File: src/rtl/core_ctrl_pkg.sv
// Shared types for the NPU core sequencer: state encoding, inst payload layout and
// the inst bit-index map also used by core-level benches.
package core_ctrl_pkg;

  localparam int unsigned INST_W = 17;
  localparam int unsigned ADDR_W = 4;
  localparam int unsigned NUM_W  = 4;
  localparam int unsigned CNT_W  = 5;

  localparam int unsigned OFIFO_RD   = 16;
  localparam int unsigned QK_ADD_MSB = 15;
  localparam int unsigned QK_ADD_LSB = 12;
  localparam int unsigned P_ADD_MSB  = 11;
  localparam int unsigned P_ADD_LSB  = 8;
  localparam int unsigned EXE        = 7;
  localparam int unsigned LOAD       = 6;
  localparam int unsigned QRD        = 5;
  localparam int unsigned QWR        = 4;
  localparam int unsigned KRD        = 3;
  localparam int unsigned KWR        = 2;
  localparam int unsigned PRD        = 1;
  localparam int unsigned PWR        = 0;

  typedef enum logic [3:0] {
    ST_IDLE  = 4'd0,
    ST_WR_Q  = 4'd1,
    ST_WR_K  = 4'd2,
    ST_LD_K  = 4'd3,
    ST_GAP   = 4'd4,
    ST_EXE   = 4'd5,
    ST_DRAIN = 4'd6,
    ST_RD_P  = 4'd7,
    ST_DONE  = 4'd8
  } state_e;

  // Field order mirrors the inst bit-index map above, MSB first.
  typedef struct packed {
    logic              ofifo_rd;
    logic [ADDR_W-1:0] qk_add;
    logic [ADDR_W-1:0] p_add;
    logic              execute;
    logic              load;
    logic              qmem_rd;
    logic              qmem_wr;
    logic              kmem_rd;
    logic              kmem_wr;
    logic              pmem_rd;
    logic              pmem_wr;
  } inst_t;

endpackage

File: src/rtl/core_ctrl_if.sv
// Host/core-side signal bundle of core_ctrl; slave is the controller view,
// master is the host/stimulus view.
interface core_ctrl_if;
  import core_ctrl_pkg::*;

  logic              start;
  logic [NUM_W-1:0]  num_q;
  logic [NUM_W-1:0]  num_k;
  logic              in_valid;
  logic              in_ready;
  logic              ofifo_valid;
  logic [INST_W-1:0] inst;
  logic              rd_valid;
  logic [ADDR_W-1:0] rd_idx;
  logic              busy;
  logic              done;
  logic              err;

  modport master (
    output start, num_q, num_k, in_valid, ofifo_valid,
    input  in_ready, inst, rd_valid, rd_idx, busy, done, err
  );

  modport slave (
    input  start, num_q, num_k, in_valid, ofifo_valid,
    output in_ready, inst, rd_valid, rd_idx, busy, done, err
  );

endinterface

File: src/rtl/core_ctrl_wdog.sv
// DRAIN wait counter and sticky error flag; only built when CORE_CTRL_WDOG_EN is defined.
`ifdef CORE_CTRL_WDOG_EN
module core_ctrl_wdog #(
  parameter int unsigned WDOG_CYC = 64
) (
  input  logic clk_i,
  input  logic rst_ni,
  input  logic drain_i,
  input  logic valid_i,
  input  logic clr_i,
  output logic fire_c_o,
  output logic err_o
);

  localparam int unsigned WAIT_W = (WDOG_CYC > 1) ? $clog2(WDOG_CYC) : 1;

  logic [WAIT_W-1:0] wait_q, wait_d;
  logic              err_q, err_d;

  // Fires on the WDOG_CYC-th consecutive empty DRAIN cycle.
  assign fire_c_o = drain_i && !valid_i && (wait_q == WAIT_W'(WDOG_CYC - 1));

  always_comb begin
    wait_d = '0;
    err_d  = err_q;
    if (drain_i && !valid_i && !fire_c_o) begin
      wait_d = wait_q + WAIT_W'(1);
    end
    if (clr_i) begin
      err_d = 1'b0;
    end else if (fire_c_o) begin
      err_d = 1'b1;
    end
  end

  always_ff @(posedge clk_i or negedge rst_ni) begin
    if (!rst_ni) begin
      wait_q <= '0;
      err_q  <= 1'b0;
    end else begin
      wait_q <= wait_d;
      err_q  <= err_d;
    end
  end

  assign err_o = err_q;

endmodule
`endif

File: src/rtl/core_ctrl.sv
// Sequencer for one NPU core pass: Q/K load, K-to-array load, execute, OFIFO drain, psum read.
// Define CORE_CTRL_WDOG_EN to add the DRAIN watchdog (err output); otherwise DRAIN waits forever.
module core_ctrl
  import core_ctrl_pkg::*;
#(
  parameter int unsigned col      = 8,
  parameter int unsigned GAP_CYC  = 4,
  parameter int unsigned WDOG_CYC = 64
) (
  input  logic       clk,
  input  logic       reset,
  core_ctrl_if.slave bus
);

  if (col == 0 || GAP_CYC < 1 || GAP_CYC > 15 || WDOG_CYC < 2) begin : g_param_chk
    $error("core_ctrl: parameter out of range");
  end

  state_e            state_q, state_d;
  logic [CNT_W-1:0]  cnt_q, cnt_d;
  logic [NUM_W-1:0]  nq_q, nq_d;
  logic [NUM_W-1:0]  nk_q, nk_d;
  inst_t             inst_q, inst_d;
  logic              rd_valid_q, rd_valid_d;
  logic [ADDR_W-1:0] rd_idx_q, rd_idx_d;
  logic              busy_q, busy_d;
  logic              done_q, done_d;
  logic [CNT_W-1:0]  nq_last, nk_last;
  logic              wdog_fire_c;
  logic              wdog_err;

  assign nq_last = CNT_W'(nq_q);
  assign nk_last = CNT_W'(nk_q);

  // Next state and next inst: inst is the registered decode of this cycle's state and inputs.
  always_comb begin
    state_d    = state_q;
    cnt_d      = cnt_q + CNT_W'(1);
    nq_d       = nq_q;
    nk_d       = nk_q;
    inst_d     = '0;
    rd_valid_d = 1'b0;
    rd_idx_d   = '0;

    unique case (state_q)
      ST_IDLE: begin
        if (bus.start) begin
          nq_d    = bus.num_q;
          nk_d    = bus.num_k;
          state_d = ST_WR_Q;
        end
      end
      ST_WR_Q: begin
        cnt_d = cnt_q;
        if (bus.in_valid) begin
          inst_d.qmem_wr = 1'b1;
          inst_d.qk_add  = ADDR_W'(cnt_q);
          cnt_d          = cnt_q + CNT_W'(1);
          if (cnt_q == nq_last) state_d = ST_WR_K;
        end
      end
      ST_WR_K: begin
        cnt_d = cnt_q;
        if (bus.in_valid) begin
          inst_d.kmem_wr = 1'b1;
          inst_d.qk_add  = ADDR_W'(cnt_q);
          cnt_d          = cnt_q + CNT_W'(1);
          if (cnt_q == nk_last) state_d = ST_LD_K;
        end
      end
      // Array load trails the K SRAM read by its one-cycle latency.
      ST_LD_K: begin
        if (cnt_q <= nk_last) begin
          inst_d.kmem_rd = 1'b1;
          inst_d.qk_add  = ADDR_W'(cnt_q);
        end
        inst_d.load = (cnt_q != '0);
        if (cnt_q == nk_last + CNT_W'(1)) state_d = ST_GAP;
      end
      ST_GAP: begin
        if (cnt_q == CNT_W'(GAP_CYC - 1)) state_d = ST_EXE;
      end
      ST_EXE: begin
        if (cnt_q <= nq_last) begin
          inst_d.qmem_rd = 1'b1;
          inst_d.qk_add  = ADDR_W'(cnt_q);
        end
        inst_d.execute = (cnt_q != '0);
        if (cnt_q == nq_last + CNT_W'(1)) state_d = ST_DRAIN;
      end
      // Show-ahead OFIFO: the row is on its output, so pop and store in one cycle.
      ST_DRAIN: begin
        cnt_d = cnt_q;
        if (bus.ofifo_valid) begin
          inst_d.ofifo_rd = 1'b1;
          inst_d.pmem_wr  = 1'b1;
          inst_d.p_add    = ADDR_W'(cnt_q);
          cnt_d           = cnt_q + CNT_W'(1);
          if (cnt_q == nq_last) state_d = ST_RD_P;
        end else if (wdog_fire_c) begin
          state_d = ST_DONE;
        end
      end
      ST_RD_P: begin
        if (cnt_q <= nq_last) begin
          inst_d.pmem_rd = 1'b1;
          inst_d.p_add   = ADDR_W'(cnt_q);
        end
        if (cnt_q != '0) begin
          rd_valid_d = 1'b1;
          rd_idx_d   = ADDR_W'(cnt_q - CNT_W'(1));
        end
        if (cnt_q == nq_last + CNT_W'(1)) state_d = ST_DONE;
      end
      ST_DONE: begin
        state_d = ST_IDLE;
      end
      default: begin
        state_d = ST_IDLE;
      end
    endcase

    if (state_d != state_q) cnt_d = '0;
    busy_d = (state_d != ST_IDLE);
    done_d = (state_q == ST_DONE);
  end

  always_ff @(posedge clk or negedge reset) begin
    if (!reset) begin
      state_q    <= ST_IDLE;
      cnt_q      <= '0;
      nq_q       <= '0;
      nk_q       <= '0;
      inst_q     <= '0;
      rd_valid_q <= 1'b0;
      rd_idx_q   <= '0;
      busy_q     <= 1'b0;
      done_q     <= 1'b0;
    end else begin
      state_q    <= state_d;
      cnt_q      <= cnt_d;
      nq_q       <= nq_d;
      nk_q       <= nk_d;
      inst_q     <= inst_d;
      rd_valid_q <= rd_valid_d;
      rd_idx_q   <= rd_idx_d;
      busy_q     <= busy_d;
      done_q     <= done_d;
    end
  end

`ifdef CORE_CTRL_WDOG_EN
  core_ctrl_wdog #(
    .WDOG_CYC (WDOG_CYC)
  ) u_wdog (
    .clk_i    (clk),
    .rst_ni   (reset),
    .drain_i  (state_q == ST_DRAIN),
    .valid_i  (bus.ofifo_valid),
    .clr_i    ((state_q == ST_IDLE) && bus.start),
    .fire_c_o (wdog_fire_c),
    .err_o    (wdog_err)
  );
`else
  assign wdog_fire_c = 1'b0;
  assign wdog_err    = 1'b0;
`endif

  // in_ready is a pure state decode so the host sees no input-to-output path.
  assign bus.in_ready = (state_q == ST_WR_Q) || (state_q == ST_WR_K);
  assign bus.inst     = inst_q;
  assign bus.rd_valid = rd_valid_q;
  assign bus.rd_idx   = rd_idx_q;
  assign bus.busy     = busy_q;
  assign bus.done     = done_q;
  assign bus.err      = wdog_err;

endmodule

File: src/flat_wrapper.sv
// flat-port wrapper written by rule: the top's interface ports become plain ports
module core_ctrl_flat import core_ctrl_pkg::*;
#(
  parameter int unsigned col      = 8,
  parameter int unsigned GAP_CYC  = 4,
  parameter int unsigned WDOG_CYC = 64
)
  (clk, reset, bus_start, bus_num_q, bus_num_k, bus_in_valid, bus_ofifo_valid, bus_in_ready, bus_inst, bus_rd_valid, bus_rd_idx, bus_busy, bus_done, bus_err);
  core_ctrl_if bus_i ();
  input  logic clk;
  input  logic reset;
  input wire logic [$bits(bus_i.start)-1:0] bus_start;
  input wire logic [$bits(bus_i.num_q)-1:0] bus_num_q;
  input wire logic [$bits(bus_i.num_k)-1:0] bus_num_k;
  input wire logic [$bits(bus_i.in_valid)-1:0] bus_in_valid;
  input wire logic [$bits(bus_i.ofifo_valid)-1:0] bus_ofifo_valid;
  output wire logic [$bits(bus_i.in_ready)-1:0] bus_in_ready;
  output wire logic [$bits(bus_i.inst)-1:0] bus_inst;
  output wire logic [$bits(bus_i.rd_valid)-1:0] bus_rd_valid;
  output wire logic [$bits(bus_i.rd_idx)-1:0] bus_rd_idx;
  output wire logic [$bits(bus_i.busy)-1:0] bus_busy;
  output wire logic [$bits(bus_i.done)-1:0] bus_done;
  output wire logic [$bits(bus_i.err)-1:0] bus_err;
  assign bus_i.start = bus_start;
  assign bus_i.num_q = bus_num_q;
  assign bus_i.num_k = bus_num_k;
  assign bus_i.in_valid = bus_in_valid;
  assign bus_i.ofifo_valid = bus_ofifo_valid;
  assign bus_in_ready = bus_i.in_ready;
  assign bus_inst = bus_i.inst;
  assign bus_rd_valid = bus_i.rd_valid;
  assign bus_rd_idx = bus_i.rd_idx;
  assign bus_busy = bus_i.busy;
  assign bus_done = bus_i.done;
  assign bus_err = bus_i.err;
  core_ctrl #(.col(col), .GAP_CYC(GAP_CYC), .WDOG_CYC(WDOG_CYC)) u_core (.clk(clk), .reset(reset), .bus(bus_i));
endmodule
File: config.mk
export PLATFORM = sky130hd
export DESIGN_NAME = core_ctrl_flat
export DESIGN_NICKNAME = d
export VERILOG_FILES = /design/src/rtl/core_ctrl_pkg.sv /design/src/rtl/core_ctrl_if.sv /design/src/rtl/core_ctrl_wdog.sv /design/src/rtl/core_ctrl.sv /design/src/flat_wrapper.sv
export SDC_FILE = /design/constraint.sdc
export NUM_CORES = 1
export LEC_CHECK = 0
export BUFFER_PORTS_ARGS = -buffer_cell sky130_fd_sc_hd__clkbuf_2
export CAP_MARGIN = 25
export CORE_ASPECT_RATIO = 0.6
export CORE_MARGIN = 2
export CORE_UTILIZATION = 59
export DETAILED_ROUTE_END_ITERATION = 7
export PLACE_DENSITY = 0.84
export SLEW_MARGIN = 0
export SYNTH_ARGS = -nofsm -noshare
export SYNTH_HDL_FRONTEND = slang
export SYNTH_SLANG_ARGS = --single-unit
File: constraint.sdc
create_clock -name clk -period 7.58 [get_ports clk]
set_input_delay 0.758 -clock clk [delete_from_list [all_inputs] [get_ports clk]]
set_output_delay 0.758 -clock clk [all_outputs]
set_load 0.02 [all_outputs]
==> impl_metrics.tcl, run 1 <==
set metrics [dict create \
    status "finished, final reports clean" \
    io_buffers 37 \
    r2r_slack_ps 4840 \
    avgSynthCellArea_sq_um 10.6 \
    setup_violations 0 \
    gp_congestion 0.877 \
    synth_edf_count 0 \
    r2r-start "u_core.nq_q[0]$_DFFE_PN0P_" \
    path_delay_family "compound AO/OA/AOI/OAI gates" \
    p_per_area_nw_per_um2 416 \
    synth_area_leaders "dfrtp_1, ha_1, mux2_2" \
    grt_use_total_pct 23.1 \
    worstSetupPathType "flop to flop" \
    overflow 0 \
    post_cts_buffers 0 \
    syn_area_sq_um 2130 \
    grt_pass1_wl_um 7070 \
    fin_crit_sh_pct 36.1 \
    slew_headroom_pct 62.0 \
    antenna_left 0 \
    fp.dieW_um 81.5 \
    root_buffer "clkbuf_8" \
    ios 39 \
    die_area_sq_um 4110 \
    maxCapViolations 0 \
    finalClockSkew_ps 5.98 \
    wl_um 4040 \
    ys.flop_type "dfrtp_1" \
    yosysWarnings 0 \
    cts_tree "built" \
    vias_per_cell 5.59 \
    netlist.area_leader.share_pct 47.1 \
    cp_cell_sequence "ha_1 -> o21ba_1 -> a221o_1 -> a2111oi_4 -> mux2i_1 -> a21oi_1 -> or4_1" \
    syn_to_final_growth_pct 14.6 \
    worst_pin_slew_ps 563 \
    die_h_um 50.5 \
    synth_cells 200 \
    initial_core_util_pct 63.6 \
    p_leak_nw 1.24 \
    clockBufferDepth 2 \
    yosysMostFrequentCell "dfrtp_1" \
    yosysSeqAreaShare_pct 47.1 \
    p_total_mw 1.01 \
    min_period_ps 2740 \
    crit_buf_inv 0 \
    grt_max_degree 41 \
    fin_tns_setup_ps 0 \
    synth_common_cells "dfrtp_1, inv_1, nor2_1" \
    syn_nets 226 \
    dr.pass1.iters 4 \
    coreArea_sq_um 3340 \
    h-tree-depth 2 \
    dp_slack_ps 4900 \
    arrival_ps 2900 \
    async_reset_ff_share_pct 100 \
    antenna_found_initial 0 \
    wl_per_cell_um 14.4 \
    dp.final_hpwl_um 2970 \
    cp.required_ps 7740 \
    end_kind "flop" \
    setup_ws_ps 4840 \
    grt_pass1_vias 1447 \
    cts_buffers 5 \
    start_kind "flop" \
    hold_violations 0 \
    rsz0062_at_grt "false" \
    cts_hold_buf 0 \
    cts.sinks 40 \
    num_rows 16 \
    yosys.area.top_type "dfrtp_1" \
    hp-class "input pin to asynchronous set/reset pin" \
    antenna_cells 0 \
    synth-seq-cells 40 \
    ir_drop_mv 0.253 \
    vias 1566 \
    drive_gt1_share_pct 24.3 \
    slew_viol_final 0 \
    place_area_sq_um 2290 \
    slowest_stage "or4_1" \
    insertion_delay_ps 290 \
    max_stage_delay_ps 550 \
    crit_path_start "u_core.nq_q[0]$_DFFE_PN0P_" \
    drc 0 \
    path_clk_slew_ps 70 \
    cp_max_fo 4 \
    drt_iter0_markers 126 \
    ys_types 47 \
    rr_worst_depth 7 \
    cts_resized 0 \
    clock.fmax_mhz 365 \
    nets 261 \
    post-route-cell-area_sq_um 2440 \
    rr_endpoint "u_core.bus.busy$_DFF_PN0_" \
]
==> report_power, final <==
group,leakage (nW),internal [mW],switching [mW]
registers,0.527,0.270,0.0803
logic,0.648,0.208,0.254
clock network,0.0642,0.130,0.0709
==> per-layer routing <==
metal	track usage (%)	wire length, um	up-vias
met2	31.8	1670	70
li1	-	-	758
met3	5.58	323	9
met4	7.91	59	0
met5	0	0	-
met1	35.4	2000	729
==> flip-flops by register name, indices dropped and copies added, names as in the netlist, 4 cells and up <==
signal	count
u_core.bus.inst	16
u_core.cnt_q	5
u_core.bus.rd_idx	4
u_core.nk_q	4
u_core.nq_q	4
u_core.state_q	4
==> cells by family (layout without fill, tap and decap cells) <==
| kind of cell | count (synthesis) | in the layout | share of synthesized area (%) |
|---|---|---|---|
| other | 1 | 1 | 0.176 |
| buffers and inverters | 25 | 60 | 6.42 |
| AND/OR/NAND/NOR | 70 | 70 | 18.0 |
| AO/OA/AOI/OAI | 25 | 25 | 8.95 |
| multiplexers | 9 | 9 | 4.71 |
| flip-flops | 40 | 40 | 47.1 |
| XOR/XNOR | 17 | 17 | 7.00 |
| adder cells (fa/ha/maj) | 13 | 13 | 7.65 |
==> layout by cell type (no fill, tap or decap), drive strengths merged, types with 2 or more instances in the layout <==
cell type,synthesis,layout
a2111oi,2,2
a211oi,2,2
a21oi,7,7
a31oi,2,2
and2,7,7
and3,3,3
bufinv,0,2
clkbuf,2,42
dfrtp,40,40
ha,13,13
inv,15,15
mux2,8,8
nand2,5,5
nand3,9,9
nand4,4,4
nor2,15,15
nor2b,4,4
nor3,10,10
nor3b,2,2
o21ai,2,2
o22ai,2,2
or2,3,3
or4,2,2
xnor2,10,10
xor2,7,7
==> per-stage QoR <==
step | hold WS, ps | util (%) | std cells
5_1_grt | 325 | 72.9 | 280
2_1_floorplan | 462 | - | 200
3_3_place_gp | 543 | 68.4 | 272
4_1_cts | 585 | 72.3 | 279
6_report | 320 | 72.9 | 280
3_5_place_dp | 563 | 68.4 | 272
==> how the worst max path moves through the flow <==
stage / to / cells after the start
after floorplan: u_core.bus.busy$_DFF_PN0_ / 7
after global placement: u_core.bus.busy$_DFF_PN0_ / 7
after detailed placement: u_core.bus.busy$_DFF_PN0_ / 7
after CTS: u_core.bus.busy$_DFF_PN0_ / 7
after global routing: u_core.bus.busy$_DFF_PN0_ / 7
final: u_core.bus.busy$_DFF_PN0_ / 7
==> area by class of cell <==
cell class                      instances  area [sq um]
Tap cell                               45          56.3
Multi-Input combinational cell        135           988
Sequential cell                        40          1000
Timing Repair Buffer                   38           205
Fill cell                             261           907
Clock inverter                          2          60.1
Clock buffer                            5          68.8
Inverter                               15          56.3
Note: power is estimated with default switching activity, not from simulation.
==> run 2: changes to the inputs <==
- CORE_UTILIZATION: 59 -> 50
- PLACE_DENSITY: 0.84 -> 0.76
- clock period: 7.58 -> 2.29 ns (I/O delays scaled with it)
==> impl_metrics.tcl, run 2 (same netlist as run 1, synthesis figures left out) <==
set metrics [dict create \
    drt_iter0_markers 116 \
    slew_viol_final 0 \
    fp.dieW_um 88.2 \
    grt_pass1_wl_um 6680 \
    start_kind "flop" \
    setup_violations 1 \
    dr.pass1.iters 5 \
    die_area_sq_um 4810 \
    maxCapViolations 0 \
    coreArea_sq_um 4100 \
    nets 275 \
    finalClockSkew_ps 6.15 \
    dp.final_hpwl_um 3130 \
    post_cts_buffers 0 \
    clock.fmax_mhz 419 \
    place_area_sq_um 2430 \
    antenna_cells 0 \
    grt_use_total_pct 19.2 \
    h-tree-depth 2 \
    die_h_um 54.5 \
    io_buffers 37 \
    arrival_ps 2550 \
    fin_cells 310 \
    grt_pass1_vias 1356 \
    wl_um 4210 \
    drive_gt1_share_pct 29.6 \
    hold_violations 0 \
    setup_ws_ps -96.2 \
    p_leak_nw 1.31 \
    ios 39 \
    cts_buffers 5 \
    root_buffer "clkbuf_8" \
    fin_crit_sh_pct 104 \
    vias 1597 \
    vias_per_cell 5.15 \
    violations "negative setup slack" \
    drc 0 \
    fillers 362 \
    final_common_cell "dfrtp_1" \
    antenna_found_initial 0 \
    min_period_ps 2390 \
    slew_headroom_pct 36.3 \
    grt_max_degree 41 \
    path_clk_slew_ps 80 \
    end_kind "flop" \
    hp-class "input pin to asynchronous set/reset pin" \
    final_cell_mix "dfrtp_1, clkbuf_2, inv_1, nor2_1, buf_4" \
    wl_per_cell_um 13.6 \
    overflow 0 \
    post-route-cell-area_sq_um 2560 \
    gp_congestion 0.909 \
    num_rows 18 \
    cts.sinks 40 \
    p_per_area_nw_per_um2 1350 \
    ir_drop_mv 0.725 \
    insertion_delay_ps 290 \
    dp.cells 302 \
    cp.required_ps 2460 \
    syn_to_final_growth_pct 20.4 \
    cp_max_fo 4 \
    clockBufferDepth 2 \
    antenna_left 0 \
    cts_tree "built" \
    largest_register_ffs 16 \
    worstSetupPathType "flop to flop" \
    status "finished with violations" \
    rsz0062_at_grt "true" \
    initial_core_util_pct 51.9 \
    worst_pin_slew_ps 955 \
]
-- run 2: report_power, final --
| part | switching, mW | leakage, nW | internal (mW) |
|---|---|---|---|
| clock | 0.245 | 0.0614 | 0.356 |
| combinational | 0.938 | 0.716 | 0.819 |
| sequential | 0.196 | 0.527 | 0.896 |
-- run 2: worst max-delay path: stages (launching register included) --
cell and delay [ps]:
dfrtp_1 380, ha_2 210, o21ba_1 180, a221o_1 340, a2111oi_4 420, mux2i_1 230
a21oi_1 90, or4_1 400
-- run 2: per-layer routing --
layer / share of wire [%] / GRT usage (%) / routed length [um]
met2: 40 / 27.2 / 1690
met3: 5.6 / 4.98 / 236
met5: 0 / 0 / 0
met1: 53 / 28.9 / 2250
met4: 0.85 / 5.30 / 36
-- run 2: final cells by class --
cell class | instances | area, sq um | area share [%]
Inverter | 15 | 56.3 | 2.20
Clock inverter | 2 | 38.8 | 1.52
Clock buffer | 6 | 82.6 | 3.23
Timing Repair Buffer | 52 | 310 | 12.1
Sequential cell | 40 | 1000 | 39.1
Multi-Input combinational cell | 135 | 996 | 38.9
Tap cell | 60 | 75.1 | 2.93
-- run 2: through the flow --
stage | util [%] | hold WS, ps | setup WS [ps] | setup TNS, ps | power [mW]
2_1_floorplan | - | -66.6 | 21.9 | 0 | 2.38
3_3_place_gp | 59.4 | 421 | -31.6 | -31.6 | 2.80
3_5_place_dp | 59.4 | 418 | -97.4 | -97.4 | 2.83
4_1_cts | 62.3 | 99.6 | -90.1 | -90.1 | 3.45
5_1_grt | 62.5 | 141 | -209 | -266 | 3.72
6_report | 62.5 | 71.3 | -96.2 | -96.2 | 3.45
-- run 2: worst paths after layout --
check / slack [ps] / startpoint / to / cells past startpoint
worst max-delay path: -100 / u_core.nq_q[1]$_DFFE_PN0P_ / u_core.bus.busy$_DFF_PN0_ / 7
worst min-delay path: 70 / reset / u_core.bus.rd_valid$_DFF_PN0_ / 1
worst max register to register: -100 / u_core.nq_q[1]$_DFFE_PN0P_ / u_core.bus.busy$_DFF_PN0_ / 7
worst min register to register: 580 / u_core.cnt_q[0]$_DFFE_PN0P_ / u_core.bus.rd_idx[0]$_DFF_PN0_ / 2
max in group asynchronous: 1630 / reset / u_core.state_q[0]$_DFF_PN0_ / 1
min in group clk: 160 / bus_num_q[0] / u_core.nq_q[0]$_DFFE_PN0P_ / 2
-- run 2: what timing repair did --
item                       in CTS  in global routing
gates cloned                    0                  0
hold endpoints to repair        0                  0
hold buffers                    0                  0
setup endpoints to repair       1                  9
resized for setup               0                  1
